<file path="config.mk">
export PLATFORM = sky130hd
export DESIGN_NAME = mem_port_arbiter
export DESIGN_NICKNAME = d
export VERILOG_FILES = /design/src/rtl/mem_port_arbiter.sv
export SDC_FILE = /design/constraint.sdc
export NUM_CORES = 1
export LEC_CHECK = 0
export CAP_MARGIN = 20
export CELL_PAD_IN_SITES_DETAIL_PLACEMENT = 1
export CELL_PAD_IN_SITES_GLOBAL_PLACEMENT = 1
export CORE_MARGIN = 3
export CORE_UTILIZATION = 26
export DETAILED_ROUTE_END_ITERATION = 16
export PLACE_DENSITY_LB_ADDON = 0.1
export SLEW_MARGIN = 5
export SYNTH_ARGS = -nofsm -noshare
export SYNTH_HDL_FRONTEND = slang
export SYNTH_SLANG_ARGS = --single-unit
</file>
<file path="constraint.sdc">
create_clock -name clk_i -period 3.4 [get_ports clk_i]
set_clock_uncertainty 0.2 [all_clocks]
set_input_delay 0.51 -clock clk_i [delete_from_list [all_inputs] [get_ports clk_i]]
set_output_delay 0.51 -clock clk_i [all_outputs]
set_load 0.005 [all_outputs]
</file>
<file path="src/rtl/mem_port_arbiter.sv">
// Arbitrates one single-ported memory bus between instruction fetch and load/store.
// Load/store has priority, a starvation guard protects fetch, and a response timeout prevents deadlock.
module mem_port_arbiter #(
    parameter int TIMEOUT_CYCLES = 64,
    parameter int STARVE_LIMIT   = 4
) (
    input  logic        clk_i,
    input  logic        rst_i,

    input  logic        if_req_i,
    input  logic [31:0] if_addr_i,
    output logic        if_gnt_o,
    output logic        if_rvalid_o,
    output logic [31:0] if_rdata_o,
    output logic        if_err_o,

    input  logic        ls_req_i,
    input  logic        ls_we_i,
    input  logic [31:0] ls_addr_i,
    input  logic [31:0] ls_wdata_i,
    input  logic [3:0]  ls_be_i,
    output logic        ls_gnt_o,
    output logic        ls_rvalid_o,
    output logic [31:0] ls_rdata_o,
    output logic        ls_err_o,

    output logic        mem_req_o,
    output logic        mem_we_o,
    output logic [31:0] mem_addr_o,
    output logic [31:0] mem_wdata_o,
    output logic [3:0]  mem_be_o,
    input  logic        mem_gnt_i,
    input  logic        mem_rvalid_i,
    input  logic [31:0] mem_rdata_i,

    output logic        busy_o
);

    localparam int TW = (TIMEOUT_CYCLES > 0) ? $clog2(TIMEOUT_CYCLES + 1) : 1;
    localparam int SW = $clog2(STARVE_LIMIT + 1);

    typedef enum logic [1:0] {
        IDLE,
        REQ,
        RSP
    } state_t;

    state_t        state_q, state_d;
    logic          owner_q, owner_d;
    logic [SW-1:0] starve_q, starve_d;
    logic [TW-1:0] tmo_q;
    logic          we_q, we_d;
    logic [31:0]   addr_q, addr_d;
    logic [31:0]   wdata_q, wdata_d;
    logic [3:0]    be_q, be_d;

    logic          grant_ls, grant_if;
    logic          tmo_hit;
    logic          rsp_ok, rsp_err;

    always_ff @(posedge clk_i or posedge rst_i) begin
        if (rst_i) begin
            state_q  <= IDLE;
            owner_q  <= 1'b0;
            starve_q <= '0;
            tmo_q    <= '0;
            we_q     <= 1'b0;
            addr_q   <= '0;
            wdata_q  <= '0;
            be_q     <= '0;
        end else begin
            state_q  <= state_d;
            owner_q  <= owner_d;
            starve_q <= starve_d;
            tmo_q    <= (state_q == IDLE) ? '0 : tmo_q + TW'(1);
            we_q     <= we_d;
            addr_q   <= addr_d;
            wdata_q  <= wdata_d;
            be_q     <= be_d;
        end
    end

    // owner_q: 1 = load/store owns the transaction, 0 = fetch
    always_comb begin
        state_d     = state_q;
        owner_d     = owner_q;
        starve_d    = starve_q;
        we_d        = we_q;
        addr_d      = addr_q;
        wdata_d     = wdata_q;
        be_d        = be_q;
        grant_ls    = 1'b0;
        grant_if    = 1'b0;
        rsp_ok      = 1'b0;
        rsp_err     = 1'b0;
        mem_req_o   = 1'b0;
        mem_we_o    = 1'b0;
        mem_addr_o  = '0;
        mem_wdata_o = '0;
        mem_be_o    = '0;
        tmo_hit     = (TIMEOUT_CYCLES != 0) && (tmo_q == TW'(TIMEOUT_CYCLES));

        case (state_q)
            IDLE: begin
                if (ls_req_i && (starve_q < SW'(STARVE_LIMIT))) begin
                    grant_ls = 1'b1;
                end else if (if_req_i) begin
                    grant_if = 1'b1;
                end else if (ls_req_i) begin
                    grant_ls = 1'b1;
                end

                if (grant_ls && if_req_i) begin
                    starve_d = (starve_q == SW'(STARVE_LIMIT)) ? starve_q : starve_q + SW'(1);
                end else begin
                    starve_d = '0;
                end

                if (grant_ls) begin
                    owner_d = 1'b1;
                    we_d    = ls_we_i;
                    addr_d  = ls_addr_i;
                    wdata_d = ls_wdata_i;
                    be_d    = ls_be_i;
                    state_d = REQ;
                end else if (grant_if) begin
                    owner_d = 1'b0;
                    we_d    = 1'b0;
                    addr_d  = if_addr_i;
                    wdata_d = '0;
                    be_d    = 4'hF;
                    state_d = REQ;
                end
            end
            REQ: begin
                // The request is withdrawn in the terminal cycle so a late grant cannot start a transfer
                mem_req_o   = !tmo_hit;
                mem_we_o    = we_q;
                mem_addr_o  = addr_q;
                mem_wdata_o = wdata_q;
                mem_be_o    = be_q;
                if (tmo_hit) begin
                    rsp_err = 1'b1;
                    state_d = IDLE;
                end else if (mem_gnt_i) begin
                    state_d = RSP;
                end
            end
            RSP: begin
                if (mem_rvalid_i) begin
                    rsp_ok  = 1'b1;
                    state_d = IDLE;
                end else if (tmo_hit) begin
                    rsp_err = 1'b1;
                    state_d = IDLE;
                end
            end
            default: begin
                state_d = IDLE;
            end
        endcase

        if_gnt_o    = grant_if && !rst_i;
        ls_gnt_o    = grant_ls && !rst_i;
        if_rvalid_o = (rsp_ok || rsp_err) && !owner_q;
        ls_rvalid_o = (rsp_ok || rsp_err) && owner_q;
        if_rdata_o  = (rsp_ok && !owner_q) ? mem_rdata_i : '0;
        ls_rdata_o  = (rsp_ok && owner_q) ? mem_rdata_i : '0;
        if_err_o    = rsp_err && !owner_q;
        ls_err_o    = rsp_err && owner_q;
        busy_o      = (state_q != IDLE);
    end

endmodule

</file>
Word level (Yosys, flattened, before mapping)
Cells that the tools add are included.
Widths: inputs -> output; s select.
- bits in registers: 82
- input bits: 139
- output and inout bits: 141
- logic and storage cells: 79
- add/subtract/negate cells: 2
- $lt $le $gt $ge: 1
- equal/unequal tests: 8
- muxes and demuxes: 40
- reductions and logical operators: 20
- operators with widths (operator ; count):
    $mux 32 ; 8
    $mux 1 ; 18
    $mux 2 ; 6
    $mux 4 ; 3
    $logic_and 1x1->1 ; 10
    $add 7x1->7 const B ; 1
    $eq 7x7->1 const B ; 1
    $mux 7 ; 1
    $mux 3 ; 2
    $ne 3x3->1 const B ; 2
    $pmux 2 s3 ; 1
    $reduce_and 2->1 ; 2
    $reduce_bool 2->1 ; 2
    $add 3x1->3 const B ; 1
    $eq 3x3->1 const B ; 1
    $logic_not 1->1 ; 3
    $lt 3x3->1 const B ; 1
    $ne 3x1->1 const B ; 1
    $reduce_and 3->1 ; 1
    $eq 2x1->1 const B ; 1
    $eq 2x2->1 const B ; 1
    $logic_not 2->1 ; 1
    $ne 2x2->1 const B ; 1
    $pmux 1 s2 ; 1
    $logic_or 1x1->1 ; 1

Logic depth before layout (Yosys ltp)
- depth after elaboration: 7
- depth in mapped cells: 7
- gate-level depth less buffers: 6

Worst setup path after synthesis
Ideal clock, no wire load.
- path type: register -> output
- start point: register state_q[1]
- end point: output ls_gnt_o
- data arrival time: 1.331 ns
- data required time: 2.690 ns
- slack: 1.359 ns
- cell stages (with the launch flop): 7
- path buffers: 1
- cells stage by stage: dfrtp_1 -> inv_1 -> ha_1 -> nand2_1 -> a21o_1 -> buf_2 -> nor2_1
- longest elaborated chain between the ends: 3
- RTL lines (what ; line ; RTL):
    from (decl) ; 48 ; state_t state_q, state_d;
    from (signal assigned) ; 72 ; state_q <= state_d;
    $logic_not 2->1 ; 103 ; case (state_q)
    $mux 1 ; 103 ;
    $logic_and 1x1->1 ; 164 ; ls_gnt_o = grant_ls && !rst_i;
    to (decl) ; 22 ; output logic ls_gnt_o,
Every way passes these cells.

Worst setup path after layout
Ends and elaborated chain as after synthesis.

==> flow_metrics.py <==
metrics = {
    "synthesis": {
        "yosysWarnings": 0,
        "yosysSeqAreaShare": 0.4566,
        "syn-cell-area_sq_mm": 0.004494,
        "ys.flop_type": "dfrtp_1",
        "synth-edff-count": 0,
        "ys_seq_elements": 82,
        "ys_types": 39,
        "netlist_instances": 458,
        "synthArstFlopShare": 1.000,
        "synth_nets": 605,
        "syn_area_per_cell_sq_um": 9.813,
    },
    "timing": {
        "setup_violations": 0,
        "timing.fmax_mhz": 327.7,
        "grt_setup_unrepaired": "no",
        "finalSetupTns_ps": 0,
        "hold_viol": 0,
        "slew_headroom": 0.5173,
        "period_share": 0.8976,
        "maxSlewViolCount": 0,
        "tightest_slew_ps": 723.3,
        "period_needed_ps": 3052,
    },
    "global_routing": {
        "antenna_found_initial": 0,
        "grt_pass1_wl_mm": 25.19,
        "grt_pass1_vias": 4785,
        "grt_start_max_net_pins": 88,
        "grtUsageTotal": 0.1711,
        "gr-total-overflow": 0,
    },
    "drt": {
        "route.met3.wl_mm": 1.503,
        "ant_nets": 0,
        "wl_met2_mm": 8.511,
        "met1Wirelength_mm": 6.207,
        "drt-initial-drc-count": 178,
        "wl_per_cell_microns": 17.42,
        "drtPass1Iterations": 4,
        "vias_per_cell": 4.519,
        "routed_wl_mm": 16.60,
        "drc_errors": 0,
        "vias": 4307,
        "highest_layer": "met4",
    },
    "cts": {
        "cts_tree": "built",
        "cts_resized": 0,
        "cts_buffers": 9,
        "cts.sinks": 82,
        "clockRootBuffer": "clkbuf_16",
        "post_cts_buffers": 0,
        "path_clk_slew_ps": 60,
        "clk_latency_ps": 340,
        "postCtsHoldBufs": 0,
        "h-tree-depth": 3,
        "cts_max_path_buffers": 2,
    },
    "hold_path": {
        "worstHoldPathType": "flip-flop to flip-flop",
        "holdPathStages": 2,
    },
    "worst_setup_path": {
        "cp.arrival_ps": 2340,
        "critPathLaunchType": "flip-flop",
        "crit_fanout": 10,
        "crit_slowest_cell": "clkdlybuf4s50_1",
        "path_class": "flip-flop to output port",
        "worstPathRequired_ps": 2690,
        "end_kind": "output port",
        "cp_top_family": "buffers and inverters",
        "r2r_slack_ps": 1220,
        "cpPeakStageDelay_ps": 530,
        "path_buf_inv": 2,
        "reg2reg_depth": 7,
        "critical_path_depth": 6,
        "path_cells": "inv_1 > ha_1 > nand2_1 > a21o_1 > nor2_1 > clkdlybuf4s50_1",
    },
    "floorplanning": {
        "die-area_sq_mm": 0.01890,
        "die_w_microns": 137.5,
        "die_h_microns": 137.5,
        "core.rowCount": 47,
        "io_pins": 280,
        "core_sq_mm": 0.01676,
        "start_util": 0.2682,
    },
    "place": {
        "port_buffers": 279,
        "place_congestion": 0.8823,
        "place_area_sq_mm": 0.007492,
        "post-dp-hpwl_mm": 12.84,
        "dp.cells": 937,
    },
    "flow_run": {
        "max-cap-violations": 0,
    },
    "finish": {
        "n_antenna_cell": 0,
        "final_common_cell": "clkdlybuf4s50_1",
        "finalNetCount": 875,
        "multi_input_area_sq_mm": 0.002200,
        "area_growth_syn_to_layout_pct": 73.08,
        "final_cell_area_sq_mm": 0.007779,
        "stdcell_count": 953,
        "drive_above_1_share": 0.05457,
        "regArea_sq_mm": 0.002052,
        "final_cell_mix": "clkdlybuf4s50_1 (279), and2_1 (135), dfrtp_1 (82)",
        "fillers": 1888,
    },
    "power": {
        "max-vdd-ir-drop_v": 0.0004087,
        "powerDensity_mw_per_mm2": 649.4,
        "p_leak_nw": 3.279,
        "finalPower_w": 0.005051,
    },
    "run_status": {
        "outcome": "finished clean",
    },
}
## where the power goes
group / switching (W) / internal [W] / total (W)
Clock: 0.000437 / 0.000508 / 0.000945
Combinational: 0.00108 / 0.00138 / 0.00245
Sequential: 0.000224 / 0.00143 / 0.00165
Total: 0.00174 / 0.00331 / 0.00505
## cell families after synthesis
logic type / after synthesis / share of synthesized area
AO/OA/AOI/OAI: 83 / 0.1364
buffers and inverters: 46 / 0.05624
flip-flops: 82 / 0.4566
XOR/XNOR: 5 / 0.009746
AND/OR/NAND/NOR: 205 / 0.2539
multiplexers: 29 / 0.06487
adder cells (fa/ha/maj): 8 / 0.02227
## cell usage after synthesis, drive strengths merged, types with 3 or more instances
cell type	n	area (sq um)
a22o	34	297.8
o22a	4	35.03
a21oi	3	30.03
nand3	4	20.02
ha	8	100.1
o22ai	6	37.54
inv	13	48.80
clkbuf	18	67.56
mux2i	28	280.3
nand2	30	112.6
xnor2	3	26.28
o21ai	31	173.9
nor2	27	103.9
buf	15	136.4
dfrtp	82	2052
and2	135	844.6
## worst reg2reg max path, cell delays in order, from the launching register on
cell and delay [ps]:
dfrtp_1 400, inv_1 130, ha_1 400, buf_4 230, inv_2 70, nor3_2 200
a21oi_1 90, mux2_1 330
## metal layers
layer	vias to the layer above	global-route usage
met2	181	0.3102
met4	0	0.06319
met5	-	0
met3	21	0.05734
met1	2044	0.1835
li1	2061	-
## state kept, by name, summed over array words and instances, names as in the netlist
signal / flops
starve_q: 3
be_q: 4
owner_q: 1
wdata_q: 32
state_q: 2
addr_q: 32
we_q: 1
tmo_q: 7
## metrics by stage
stage                       util  hold WS [ps]  setup slack (ps)
after floorplan                -         241.8             581.6
after global placement    0.4470         256.0             513.3
after detailed placement  0.4470         265.5             504.4
after CTS                 0.4641         279.5             279.7
after global routing      0.4641         309.9             152.4
final                     0.4641         276.7             348.3
## worst paths after layout
path / end / start
min: addr_q[25]$_DFFE_PP0P_ / addr_q[25]$_DFFE_PP0P_
max reg2reg: state_q[0]$_DFFE_PP0P_ / state_q[1]$_DFFE_PP0P_
max in group asynchronous: addr_q[20]$_DFFE_PP0P_ / rst_i
min reg2reg: addr_q[25]$_DFFE_PP0P_ / addr_q[25]$_DFFE_PP0P_
min in group asynchronous: wdata_q[22]$_DFFE_PP0P_ / rst_i
max: ls_gnt_o / state_q[1]$_DFFE_PP0P_
## layout make-up
type	instances	share of cell area
inverter	13	0.006434
sequential	82	0.2638
tap	220	0.03539
clock buffer	9	0.02895
timing repair buffer	292	0.3748
multi-input combinational	330	0.2828
clock inverter	7	0.007882
Power figures use the tool's default switching activity.
==> edit 1: new RTL, same settings <==
The 3 states of `state_t` get a one-hot encoding in 3 bits.
--- a/src/rtl/mem_port_arbiter.sv
+++ b/src/rtl/mem_port_arbiter.sv
@@ -41,6 +41,6 @@
 
-    typedef enum logic [1:0] {
-        IDLE,
-        REQ,
-        RSP
+    typedef enum logic [2:0] {
+        IDLE = 3'b001,
+        REQ  = 3'b010,
+        RSP  = 3'b100
     } state_t;
Check against the original RTL: same outputs for any inputs over 4 cycles, from zero or initial values and one cycle with rst_i high; so few cycles prove little.
==> edit 1 against the unedited design <==
  * Final area grew 2.7%
  * Largest cell class unchanged
  * Via count shrank 2.4%
  * Hold slack lost 0.00050 ns
  * Critical path depth shrank 2
  * Area after synthesis grew 2.1%
  * Routed wire length grew 3.0%
  * Worst setup slack lost 0.049 ns
  * Sequential cell count grew 1
  * Fmax shrank 1.6%
  * Critical endpoint unchanged
  * Total power shrank 8.6%
==> edit 1: results (changes against the unedited design) <==
Routing
  – Via density: 4.57 (+1.0%)
  – Drt total wl: 17.1 mm (+3.0%)
  – DR WL/cell: 18.6 um (+6.6%)
  – Met3 wire length: 1.22 mm (-19%)
  – DRT met1 WL: 6.73 mm (+8.4%)
  – DRT iter0 DRCs: 101 (-43%)
  – DR pass1 iterations: 4 (unchanged)

Cells and area
  – Num sequential: 83 (+1.2%)
  – Filler Cells Inserted: 1,848 (-2.1%)
  – Area of the multi-input gates: 0.00236 mm^2 (+7.3%)
  – Comb_multi_in: 302 (-8.5%)
  – Non-clock inverter total of the final layout: 7 (-6)
  – Nets: 838 (-4.2%)
  – Final core utilization: 47.2% (+0.76 points)
  – Clock-cell share of area: 4.12% (+0.44 points)
  – NonClk Buf Share: 36.5% (-0.99 points)

Placed design
  – Routability Congestion: 0.871 (-1.3%)
  – Pre-CTS setup slack: 0.288 ns (-0.216 ns)
  – Detailed Place HPWL: 13.4 mm (+4.1%)
  – Dpl cell area: 0.00766 mm^2 (+2.2%)
  – Dpl cells: 904 (-3.5%)

Timing
  – Hold Worst Slack: 0.276 ns (-0.000502 ns)
  – Final period util: 91.2% (+1.4 points)
  – Worst-Margin Slew: 0.782 ns (+0.0588 ns)

Yosys
  – Synth top area cells: dfrtp_1 45%, and2_1 19%, mux2_2 12%
  – Top post-synthesis cells by count: 137 x and2_1, 82 x dfrtp_1, 47 x mux2_2
  – XOR/XNOR share of the synthesized area: 0.573% (-0.40 points)
  – Synth Area in Compound Gates: 9.22% (-4.4 points)
  – Net count after synthesis: 565 (-6.6%)
  – Seq/Total Area, Yosys: 45.3% (-0.36 points)
  – Yosys cell types: 43 (+10%)
  – Post-synthesis mux area share: 15.7% (+9.2 points)
  – Synth Area in Adders: 1.09% (-1.1 points)

Global routing
  – GRT met1 Usage: 19.2% (+0.83 points)
  – Vias in the first global route: 4,515 (-5.6%)
  – First-pass GRT wire length: 26.2 mm (+4.1%)
  – Met3 Use GR: 4.79% (-0.94 points)
  – Initial antenna violation count: 1 (+1)
  – Met2 usage: 32.0% (+0.97 points)
  – Total global-route track usage: 17.3% (+0.18 points)

Setup path
  – Reg-to-Reg End: addr_q[4]
  – Slowest stage delay, CP: 0.64 ns (+0.11 ns)
  – R2R depth: 5 (-2)
  – Arrival @ worst endpoint: 2.39 ns (+0.05 ns)
  – Worst path slowest cell: dfstp_2
  – Crit path launch: state_q[0]

Die
  – Core area: 0.0169 mm^2 (+1.1%)

Power and ir drop
  – Max IR drop VDD: 0.284 mV (-30%)

Hold path
  – Hold Crit Depth: 1 (-1)
  – Hold EP: addr_q[20]
  – Hold Crit Start: addr_q[20]

Status
  – Result of the run: finished clean

CTS
  – CTS Buf Count: 9 (unchanged)
edit 1: cell count changes in the layout (fill, tap and decap cells not counted), sizes merged, moves of 2 or more:
| cell | unedited run | this run |
|---|---|---|
| mux2 | 1 | 64 |
| xnor2 | 3 | 1 |
| mux2i | 28 | 0 |
| nor2 | 27 | 10 |
| o21ai | 31 | 6 |
| inv | 15 | 6 |
| or3 | 0 | 2 |
| o22ai | 6 | 2 |
| bufinv | 0 | 2 |
| clkbuf | 9 | 12 |
| and2 | 135 | 137 |
| ha | 8 | 4 |
| nand2 | 30 | 7 |
| nor3b | 0 | 3 |
edit 1: worst max-delay path: cells and delay by family (launching register included):
| family | cells | cell delay, ns |
|---|---|---|
| AND/OR/NAND/NOR | 3 | 0.88 |
| flip-flops | 1 | 0.64 |
| buffers and inverters | 1 | 0.52 |
edit 1: report_power, final:
part,switching (W),internal [W],total [W]
combinational,0.000780,0.00109,0.00187
sequential,0.000247,0.00142,0.00167
clock,0.000401,0.000683,0.00108
total,0.00143,0.00319,0.00462
==> edit 2: new RTL, same settings <==
Made on the original files. Change the parameter `STARVE_LIMIT` from 4 to 8.
--- a/src/rtl/mem_port_arbiter.sv
+++ b/src/rtl/mem_port_arbiter.sv
@@ -4,3 +4,3 @@
     parameter int TIMEOUT_CYCLES = 64,
-    parameter int STARVE_LIMIT   = 4
+    parameter int STARVE_LIMIT   = 8
 ) (
Check against the original RTL: same outputs for any inputs over 4 cycles, from zero or initial values and one cycle with rst_i high; that may be too few to reach the edited logic, so the function may still have changed.
==> edit 2 against the unedited design <==
  * Clock power increased by 10%
  * Area after synthesis increased by 0.70%
  * Total power increased by 0.90%
  * Non-clock buffer count decreased by 4
  * Final area increased by 0.47%
  * Sequential cell count increased by 1
  * Worst setup slack improved by 0.048 ns
  * Routed wire length increased by 2.6%
  * Critical path depth unchanged
  * Critical endpoint is now if_err_o
==> edit 2: results (changes against the unedited design) <==
Power and ir drop
  – Max IR drop VDD: 0.274 mV (-33%)
  – Leakage: 3.31 nW (+0.83%)

Global routing
  – Met3 Use GR: 6.46% (+0.72 points)
  – First-pass GRT wire length: 26.0 mm (+3.3%)
  – Maximum number of pins on one net before global-route repair: 63 (-28%)
  – Met2 usage: 32.2% (+1.2 points)
  – GRT met1 Usage: 19.6% (+1.3 points)
  – Vias in the first global route: 4,737 (-1.0%)
  – Total global-route track usage: 17.7% (+0.54 points)

Yosys
  – Yosys cell types: 32 (-18%)
  – Seq/Total Area, Yosys: 45.9% (+0.24 points)
  – Synth top area cells: dfrtp_1 46%, and2_1 19%, mux2i_1 7.3%
  – Net count after synthesis: 609 (+0.66%)
  – Top post-synthesis cells by count: 136 x and2_1, 83 x dfrtp_1, 40 x nand2_1
  – Mapped Cells: 462 (+0.87%)

Cells and area
  – Layout cell share with drive strength beyond 1: 4.10% (-1.4 points)
  – Filler Cells Inserted: 1,885 (-0.16%)
  – Antenna cell count: 0 (unchanged)
  – Final Non-Filler Cells: 952 (-0.10%)
  – Largest registers: addr_q x32, wdata_q x32, tmo_q x7
  – Nets: 874 (-0.11%)

Setup path
  – Crit path launch: state_q[0]
  – Worst path slowest cell: clkdlybuf4s50_1
  – Arrival @ worst endpoint: 2.29 ns (-0.05 ns)
  – R2r setup slk: 1.20 ns (-0.02 ns)
  – Slowest stage delay, CP: 0.61 ns (+0.08 ns)
  – Reg-to-Reg End: state_q[0]
  – Crit-path max FO: 4 (-6)
  – Worst setup endpoint: if_err_o

Placed design
  – Dpl cells: 936 (-0.11%)
  – Detailed Place HPWL: 13.4 mm (+4.2%)
  – Routability Congestion: 0.768 (-13%)
  – Pre-CTS setup slack: 0.412 ns (-0.0923 ns)
  – Dpl cell area: 0.00750 mm^2 (about the same)

Routing
  – DRT iter0 DRCs: 97 (-46%)
  – Met3 wire length: 1.74 mm (+16%)
  – Via density: 4.52 (about the same)
  – DRT met1 WL: 6.42 mm (+3.4%)
  – Drt total wl: 17.0 mm (+2.6%)
  – DR pass1 iterations: 4 (unchanged)
  – Routed length on met2: 8.72 mm (+2.5%)

Status
  – Result of the run: finished clean

Timing
  – Final period util: 88.4% (-1.4 points)
  – Max-slew headroom: 58.2% (+6.5 points)
==> edit 2: changes by cell type after synthesis, moves of 4 or more <==
cell	delta
nand2_1	+10
mux2i_1	+5
nor2_1	-12
o22ai_1	-5
buf_6	+5
o21ai_0	+4
buf_4	-5
o21ai_1	+4
==> edit 2: cell type report <==
| cell class | count | area (um^2) | share of cell area, % |
|---|---|---|---|
| clock buffer | 10 | 229 | 2.93 |
| clock inverter | 6 | 88.8 | 1.14 |
| inverter | 9 | 35.0 | 0.448 |
| multi-input combinational | 336 | 2240 | 28.6 |
| sequential | 83 | 2080 | 26.6 |
| tap | 220 | 275 | 3.52 |
| timing repair buffer | 288 | 2870 | 36.8 |
==> edit 2: where the power goes <==
group          total, W  switching [W]  internal, W
Clock           0.00104       0.000400     0.000645
Sequential      0.00168       0.000239      0.00144
Combinational   0.00237        0.00104      0.00133
==> edit 2: logic make-up (layout without fill, tap and decap cells) <==
kind of cell | Yosys count | after routing | synth area share (%)
simple gates | 208 | 208 | 25.8
mux | 34 | 34 | 7.55
buf+inv | 43 | 313 | 5.06
fa+ha+maj | 8 | 8 | 2.21
xor+xnor | 5 | 5 | 0.968
compound gates | 81 | 81 | 12.6
flops | 83 | 83 | 45.9
==> edit 2: worst min path at each step <==
stage | from | end | slack [ns] | cells after the start
global route | addr_q[10] | addr_q[10] | 0.31 | 2
detailed placement | addr_q[18] | addr_q[18] | 0.27 | 2
global placement | addr_q[4] | addr_q[4] | 0.25 | 2
floorplan | addr_q[23] | addr_q[23] | 0.24 | 2
finish | addr_q[31] | addr_q[31] | 0.27 | 2
CTS | addr_q[18] | addr_q[18] | 0.28 | 2
